`src/rtl/reconfig_ctrl.sv`:
```
// Initiator side of the kernel configuration ID interface: drains in-flight
// tokens before switching ID_o, then waits a settle window and responds.
module reconfig_ctrl #(
    parameter int ID_W       = 8,
    parameter int N_CFG      = 3,
    parameter int SETTLE_CYC = 2,
    parameter int CNT_W      = 8
) (
    input  logic            clk_i,
    input  logic            rst_ni,
    input  logic            req_valid_i,
    input  logic [ID_W-1:0] req_id_i,
    output logic            req_ready_o,
    output logic            rsp_valid_o,
    output logic            rsp_err_o,
    input  logic            rsp_ready_i,
    input  logic            dp_issue_i,
    input  logic            dp_retire_i,
    output logic            stall_o,
    output logic [ID_W-1:0] ID_o,
    output logic            cfg_valid_o,
    output logic            busy_o
);

    localparam int              SC_W    = (SETTLE_CYC > 1) ? $clog2(SETTLE_CYC) : 1;
    localparam logic [SC_W-1:0] SC_LAST = SC_W'((SETTLE_CYC > 0) ? SETTLE_CYC - 1 : 0);
    localparam logic [ID_W-1:0] MAX_ID  = ID_W'(N_CFG);
    localparam logic [CNT_W-1:0] CNT_MAX = '1;

    typedef enum logic [2:0] {IDLE, DRAIN, SWITCH, SETTLE, RESP} state_t;

    state_t          state;
    logic [ID_W-1:0] pend_id;
    logic [CNT_W-1:0] inflight;
    logic [SC_W-1:0] settle_cnt;

    assign req_ready_o = (state == IDLE);
    assign busy_o      = (state != IDLE);
    assign stall_o     = !(cfg_valid_o && (state == IDLE || state == RESP));

    // Token occupancy runs independently of the FSM so tokens issued while
    // stalled are still tracked and waited for.
    always_ff @(posedge clk_i or negedge rst_ni) begin
        if (!rst_ni) begin
            inflight <= '0;
        end else begin
            case ({dp_issue_i, dp_retire_i})
                2'b10:   if (inflight != CNT_MAX) inflight <= inflight + 1'b1;
                2'b01:   if (inflight != '0)      inflight <= inflight - 1'b1;
                default: ;
            endcase
        end
    end

    always_ff @(posedge clk_i or negedge rst_ni) begin
        if (!rst_ni) begin
            state       <= IDLE;
            pend_id     <= '0;
            settle_cnt  <= '0;
            ID_o        <= '0;
            cfg_valid_o <= 1'b0;
            rsp_valid_o <= 1'b0;
            rsp_err_o   <= 1'b0;
        end else begin
            case (state)
                IDLE: begin
                    if (req_valid_i) begin
                        pend_id <= req_id_i;
                        if (req_id_i == '0 || req_id_i > MAX_ID) begin
                            rsp_valid_o <= 1'b1;
                            rsp_err_o   <= 1'b1;
                            state       <= RESP;
                        end else if (req_id_i == ID_o && cfg_valid_o) begin
                            rsp_valid_o <= 1'b1;
                            rsp_err_o   <= 1'b0;
                            state       <= RESP;
                        end else begin
                            state <= DRAIN;
                        end
                    end
                end
                DRAIN: begin
                    if (inflight == '0) state <= SWITCH;
                end
                // ID_o only ever changes here, after the datapath is empty
                SWITCH: begin
                    ID_o       <= pend_id;
                    settle_cnt <= '0;
                    if (SETTLE_CYC == 0) begin
                        cfg_valid_o <= 1'b1;
                        rsp_valid_o <= 1'b1;
                        rsp_err_o   <= 1'b0;
                        state       <= RESP;
                    end else begin
                        cfg_valid_o <= 1'b0;
                        state       <= SETTLE;
                    end
                end
                SETTLE: begin
                    if (settle_cnt == SC_LAST) begin
                        cfg_valid_o <= 1'b1;
                        rsp_valid_o <= 1'b1;
                        rsp_err_o   <= 1'b0;
                        state       <= RESP;
                    end else begin
                        settle_cnt <= settle_cnt + 1'b1;
                    end
                end
                RESP: begin
                    if (rsp_ready_i) begin
                        rsp_valid_o <= 1'b0;
                        state       <= IDLE;
                    end
                end
                default: state <= IDLE;
            endcase
        end
    end

endmodule
```
`config.mk`:
```
export PLATFORM = sky130hd
export DESIGN_NAME = reconfig_ctrl
export DESIGN_NICKNAME = d
export VERILOG_FILES = /design/src/rtl/reconfig_ctrl.sv
export SDC_FILE = /design/constraint.sdc
export NUM_CORES = 1
export LEC_CHECK = 0
export ABC_CLOCK_PERIOD_IN_PS = 2420
export CORE_MARGIN = 1.5
export CORE_UTILIZATION = 38
export DETAILED_ROUTE_END_ITERATION = 7
export GPL_TIMING_DRIVEN = 1
export PLACE_DENSITY = 0.59
export SYNTH_ARGS = -nofsm -noshare
export SYNTH_HDL_FRONTEND = slang
export SYNTH_SLANG_ARGS = --single-unit
```
`constraint.sdc`:
```
create_clock -name clk_i -period 2.42 [get_ports clk_i]
set_clock_uncertainty 0.2 [all_clocks]
set_input_delay 0.726 -clock clk_i [delete_from_list [all_inputs] [get_ports clk_i]]
set_output_delay 0.726 -clock clk_i [all_outputs]
set_load 0.05 [all_outputs]
```
==> metrics.txt, run 1 <==
post-synth top area share 0.437; Boundary Pins 28; Lkg Pwr 1.10 nW; largest cells by area after synthesis dfrtp_1, mux2_1, ha_1; met3 global-route usage 0.0534; CTS tree yes; core area 4410 um2; Final Power 3.07 mW; I/O Buffers 27; M1 GR Usage 0.206; FF-to-FF End ID_o[3]$_DFFE_PN0P_; number of synthesized flops with an enable pin 0; placed cells 260; Worst Setup SP rsp_valid_o$_DFFE_PN0P_; dpl hpwl 2950 um; CP required 1.49 ns; final wirelength 3860 um; Synth Area in XOR/XNOR 0.0641; Post-Synth Adder-Cell Area 0.0677; Wirelength per Cell 14.2 um; worst skew pair latency 0.28 ns; DR vias 1424; largest family of logic cells by synthesized area simple AND/OR/NAND/NOR gates; crit path cell chain clkdlybuf4s50_1; Tcrit/Tclk final 0.966; Hold Crit Depth 1; hold wc startpoint pend_id[0]$_DFFE_PN0P_; met2 track demand over resource 0.283; first-pass GRT wire length 6840 um; antenna violations before repair 0; min cycle time layout 2.34 ns; Syn Inst Count 165; Slew HR 0.662; Netlist cell types 45; PD cells 1260 nW/um2; layout cell share with drive strength beyond 1 0.300; Clock Sinks 31; diode count 0; slowest CP cell clkdlybuf4s50_1; commonest non-fill, non-tap cells in the layout buf_4, dfrtp_1, mux2_1, nand2_1, clkdlybuf4s50_1; final layout net count 242; gpl congestion 0.951; Synth warnings 0; 1st-pass router iterations 4; Final Hold Viols 0; syn nets 188; die width 71.4 um; Final Slew Violations 0; DRC violations left 0; Worst R2R Path Depth 3; Mapped Area 1780 um2; reg2reg setup slack 0.36 ns; final design utilization 0.551; origin of the critical flop-to-flop path state[1]$_DFFE_PN0P_; complex-gate fraction of the synthesized area 0.135; most used routing layer met2; die area 5090 um2; GR Overflow Total 0; CTS Root Cell clkbuf_8; Area Overhead vs Synth 36.9%; Max IR drop VDD 700 uV; Worst Hold Class flip-flop to flip-flop; hold buffer count at CTS 0; Setup crit start kind flip-flop; Buffers & Inverters on Critical Path 1; post-DR vias/cell 5.24; CTS H-tree lvls 2; most common cell after layout, fill and taps aside buf_4; vias in the first global route 1504; pin count of the biggest net entering global routing 32; Critical Path Stages 1; Clk pin slew, worst setup/hold paths 0.07 ns; Worst Tran Pin Value 0.507 ns; Seq/Total Area, Yosys 0.437; crit end category output port; fraction of the mapped netlist area in simple logic gates 0.137; Die Ht 71.4 um; Starting Density 0.402; CP top delay family buffers and inverters; final setup fails 0; Total GRT Usage 0.169; main flop type after synthesis dfrtp_1; Yosys top cell by area dfrtp_1; Max Freq 0.428 GHz; ys async rst share 1.00; max cap viols 0; max incr delay on CP 0.79 ns; synthesized area per cell 10.8 um2; Seq cells post-synth 31; setup repair after global routing missed its margin no; Detail Route Antenna Nets 0; Layout Cells excl Fill 272; mux contribution to synthesized area 0.113; outcome finished, final reports clean; drt initial violations 46; Cell Rows 24; critical path class flip-flop to output port; Worst Hold End ID_o[0]$_DFFE_PN0P_; Num CTS Buffers 5; WP data arrival 1.41 ns; Worst Path Max Fanout 2; Max Buffers Root-to-Sink 2
==> kinds of logic after synthesis <==
logic type | count (synthesis)
AND/OR/NAND/NOR | 46
AO/OA/AOI/OAI | 33
flip-flops | 31
multiplexers | 18
buffers and inverters | 15
XOR/XNOR | 13
adder cells (fa/ha/maj) | 9
==> sequential cells by signal (all words and copies together), names as in the netlist <==
register and flops:
rsp_err_o 1, rsp_valid_o 1, pend_id 8, cfg_valid_o 1
ID_o 8, state 3, inflight 8, settle_cnt 1
==> cell type report <==
cell class | count | area (um2)
fillers | 370 | 1980
multi-input cells | 119 | 992
flip-flops and latches | 31 | 776
repair buffers | 52 | 440
clock buffers | 6 | 82.6
well taps | 52 | 65.1
inverters | 10 | 40.0
clock inverters | 2 | 35.0
==> power by group <==
part | total, mW | leakage (nW) | switching, mW | internal [mW]
sequential | 0.994 | 0.383 | 0.246 | 0.747
clock | 0.521 | 0.0612 | 0.188 | 0.333
combinational | 1.56 | 0.660 | 0.828 | 0.727
total | 3.07 | 1.10 | 1.26 | 1.81
==> synthesized netlist by cell type, types with 3 or more instances <==
| cell type | number |
|---|---|
| buf_4 | 3 |
| o21ai_1 | 9 |
| nor4_1 | 4 |
| nor3_1 | 5 |
| dfrtp_1 | 31 |
| a21oi_1 | 3 |
| xnor2_1 | 11 |
| nand2_1 | 12 |
| nand3_1 | 4 |
| nor2_1 | 8 |
| mux2_1 | 16 |
| inv_1 | 9 |
| ha_1 | 8 |
==> timing repair <==
action	CTS	global route
endpoints found under the setup margin	4	5
pin swaps	4	6
buffers inserted	0	4
resized for setup	8	9
hold endpoints to repair	0	0
==> per-stage QoR <==
| stage | setup TNS [ns] | hold slack, ns | area (um2) | worst slack, ns |
|---|---|---|---|---|
| after CTS | 0 | 0.295 | 2390 | 0.00683 |
| after detailed placement | -2.97 | 0.277 | 2230 | -0.561 |
| after global routing | 0 | 0.310 | 2430 | 0.0205 |
| final | 0 | 0.290 | 2430 | 0.0824 |
| after global placement | -2.33 | 0.266 | 2230 | -0.440 |
| after floorplan | 0 | 0.230 | 1790 | 0.0407 |
==> per-layer routing <==
metal	wire, um	part of all wire
met5	0	0
met4	29	0.0075
met3	160	0.041
met2	1890	0.49
met1	1780	0.46
==> how the worst max path moves through the flow <==
| stage | endpoint | slack [ns] |
|---|---|---|
| 2_1_floorplan | inflight[6]$_DFFE_PN0P_ | 0.04 |
| 3_3_place_gp | inflight[6]$_DFFE_PN0P_ | -0.44 |
| 3_5_place_dp | inflight[6]$_DFFE_PN0P_ | -0.56 |
| 4_1_cts | inflight[6]$_DFFE_PN0P_ | 0.007 |
| 5_1_grt | inflight[6]$_DFFE_PN0P_ | 0.02 |
| 6_report | rsp_valid_o | 0.08 |
Power figures use the tool's default switching activity.
==> inputs of run 2 (changes only) <==
Settings changed: ABC_CLOCK_PERIOD_IN_PS 2420 to 1900, CORE_MARGIN 1.5 to 5, MAX_ROUTING_LAYER set to met4, PLACE_DENSITY 0.59 to 0.61.
Clock period 2.42 ns to 1.9 ns, I/O delays scaled along.
==> run 2 against run 1 <==
Net effect: the run now ends with negative setup slack left; core utilization is 8.9 points higher; final cell count is 4.8% higher; non-clock buffer count is 12 higher; clock power is 9.2% higher; critical path depth is 9 higher; sequential share of layout area is 4.5 points lower; critical path type is now input pin to flip-flop; critical endpoint is now inflight[6]$_DFFE_PN0P_.
==> metrics.txt, run 2 (synthesized netlist as in run 1, its figures left out) <==
gpl congestion 0.883 (-7.2%); Worst Hold Class flip-flop to flip-flop; final setup fails 7 (+7); most common cell after layout, fill and taps aside buf_4; Wirelength per Cell 16.2 um (+14%); Starting Density 0.399 (-0.00272); crit end category flip-flop; min cycle time layout 2.04 ns; Setup crit start kind input pin; die area 6140 um2 (+21%); Detail Route Antenna Nets 0 (unchanged); core area 4440 um2 (+0.68%); Num CTS Buffers 5 (unchanged); Lkg Pwr 1.33 nW (+20%); PD cells 1640 nW/um2 (+30%); WP data arrival 2.03 ns (+0.62 ns); Total GRT Usage 0.168 (-0.000958); Tcrit/Tclk final 1.07; final wirelength 4620 um (+20%); max cap viols 0 (unchanged); setup repair after global routing missed its margin yes; Cell Rows 24 (unchanged); CTS H-tree lvls 2 (unchanged); CTS tree yes; outcome complete, but fails checks; Setup WS post-layout -0.141 ns (-0.223 ns); Final Hold Viols 0 (unchanged); Final Power 4.67 mW (+52%); critical path class input pin to flip-flop; drt initial violations 106 (+130%); dpl hpwl 3200 um (+8.7%); antenna violations before repair 0 (unchanged); Final Slew Violations 0 (unchanged); CTS Root Cell clkbuf_8; I/O Buffers 27 (unchanged); Worst Tran Pin Value 0.458 ns (-0.0490 ns); vias in the first global route 1560 (+3.7%); post-DR vias/cell 5.25 (+0.20%); layout cell share with drive strength beyond 1 0.442 (+0.142); DRC violations left 0 (unchanged); Worst Path Max Fanout 8 (+6); Area Overhead vs Synth 60.0%; final layout net count 255 (+5.4%); Clock Sinks 31 (unchanged); CP required 1.89 ns (+0.40 ns); Max Buffers Root-to-Sink 2 (unchanged); Boundary Pins 28 (unchanged); GR Overflow Total 0 (unchanged); failing checks negative setup slack; Place WS -0.940 ns (-0.379 ns); diode count 0 (unchanged); pin count of the biggest net entering global routing 32 (unchanged); first-pass GRT wire length 7850 um (+15%); Die Ht 78.4 um (+9.8%); Max Freq 0.490 GHz; die width 78.4 um (+9.8%); Clk pin slew, worst setup/hold paths 0.06 ns (about the same); commonest non-fill, non-tap cells in the layout buf_4, dfrtp_1, buf_12, nand2_1; Slew HR 0.687 (+0.0248); largest registers ID_o (8), inflight (8), pend_id (8); worst skew pair latency 0.28 ns (about the same); 1st-pass router iterations 4 (unchanged); Filler cells 335 (-9.5%); DR vias 1495 (+5.0%); Max IR drop VDD 989 uV (+41%)
[run 2: cell types whose count changed in the layout (fill, tap and decap cells not counted), moves of 3 or more]
cell	delta
dlygate4sd2_1	+7
xnor2_2	+3
dfrtp_2	+3
mux2_4	+8
o21ai_2	+3
buf_12	+13
dfrtp_1	-3
xnor2_1	-3
clkdlybuf4s50_1	-10
o21ai_1	-3
mux2_1	-8
[run 2: layout make-up]
type                    instances  area (um2)  area share
clock buffers                   8         100      0.0352
inverters                      10        50.0      0.0176
multi-input cells             120        1140       0.402
flip-flops and latches         31         779       0.274
well taps                      52        65.1      0.0229
repair buffers                 64         706       0.248
[run 2: timing repair]
item,4_1_cts,5_1_grt
hold endpoints to repair,0,0
pin swaps,18,10
hold buffers,0,0
endpoints found under the setup margin,16,21
setup buffers,6,5
cloned,0,1
resized for setup,37,12
[run 2: per-layer routing]
layer	track usage	routed length (um)	share of wire	vias to the layer above
met5	-	0	0	-
met3	0.0355	201	0.043	7
li1	-	-	-	729
met1	0.216	2070	0.45	724
met4	0.0857	78	0.017	0
met2	0.249	2270	0.49	35
[run 2: worst max-delay path, cell delays in order]
cell and delay, ns:
buf_8 0.11, inv_8 0.04, ha_4 0.22, inv_4 0.05, fa_2 0.36, nand2b_4 0.17, a21oi_4 0.12, o21a_1 0.15
nor3_1 0.05, o31ai_1 0.18
[run 2: worst paths after layout]
check	startpoint	endpoint	slack, ns	depth (start not counted)
worst min register to register	pend_id[5]$_DFFE_PN0P_	ID_o[5]$_DFFE_PN0P_	0.30	1
min in group asynchronous	rst_ni	state[1]$_DFFE_PN0P_	0.45	2
worst min-delay path	pend_id[5]$_DFFE_PN0P_	ID_o[5]$_DFFE_PN0P_	0.30	1
max in group asynchronous	rst_ni	state[2]$_DFFE_PN0P_	0.87	2
worst max register to register	inflight[0]$_DFFE_PN0P_	inflight[6]$_DFFE_PN0P_	0.03	7
worst max-delay path	dp_issue_i	inflight[6]$_DFFE_PN0P_	-0.14	10
[run 2: metrics by stage]
stage	area, um2	setup TNS [ns]	util	hold slack (ns)	instances
detailed placement	2520	-8.47	0.568	0.289	266
global placement	2520	-8.23	0.568	0.272	266
global route	2840	-1.22	0.639	0.324	285
CTS	2740	-0.636	0.616	0.304	280
finish	2840	-0.683	0.639	0.297	285
floorplan	1880	-1.87	-	0.0744	165
[run 2: power by group]
group          internal (mW)  total [mW]  switching (mW)
clock network          0.330       0.569           0.238
logic                   1.49        2.80            1.31
registers              0.958        1.31           0.350
total                   2.78        4.67            1.89
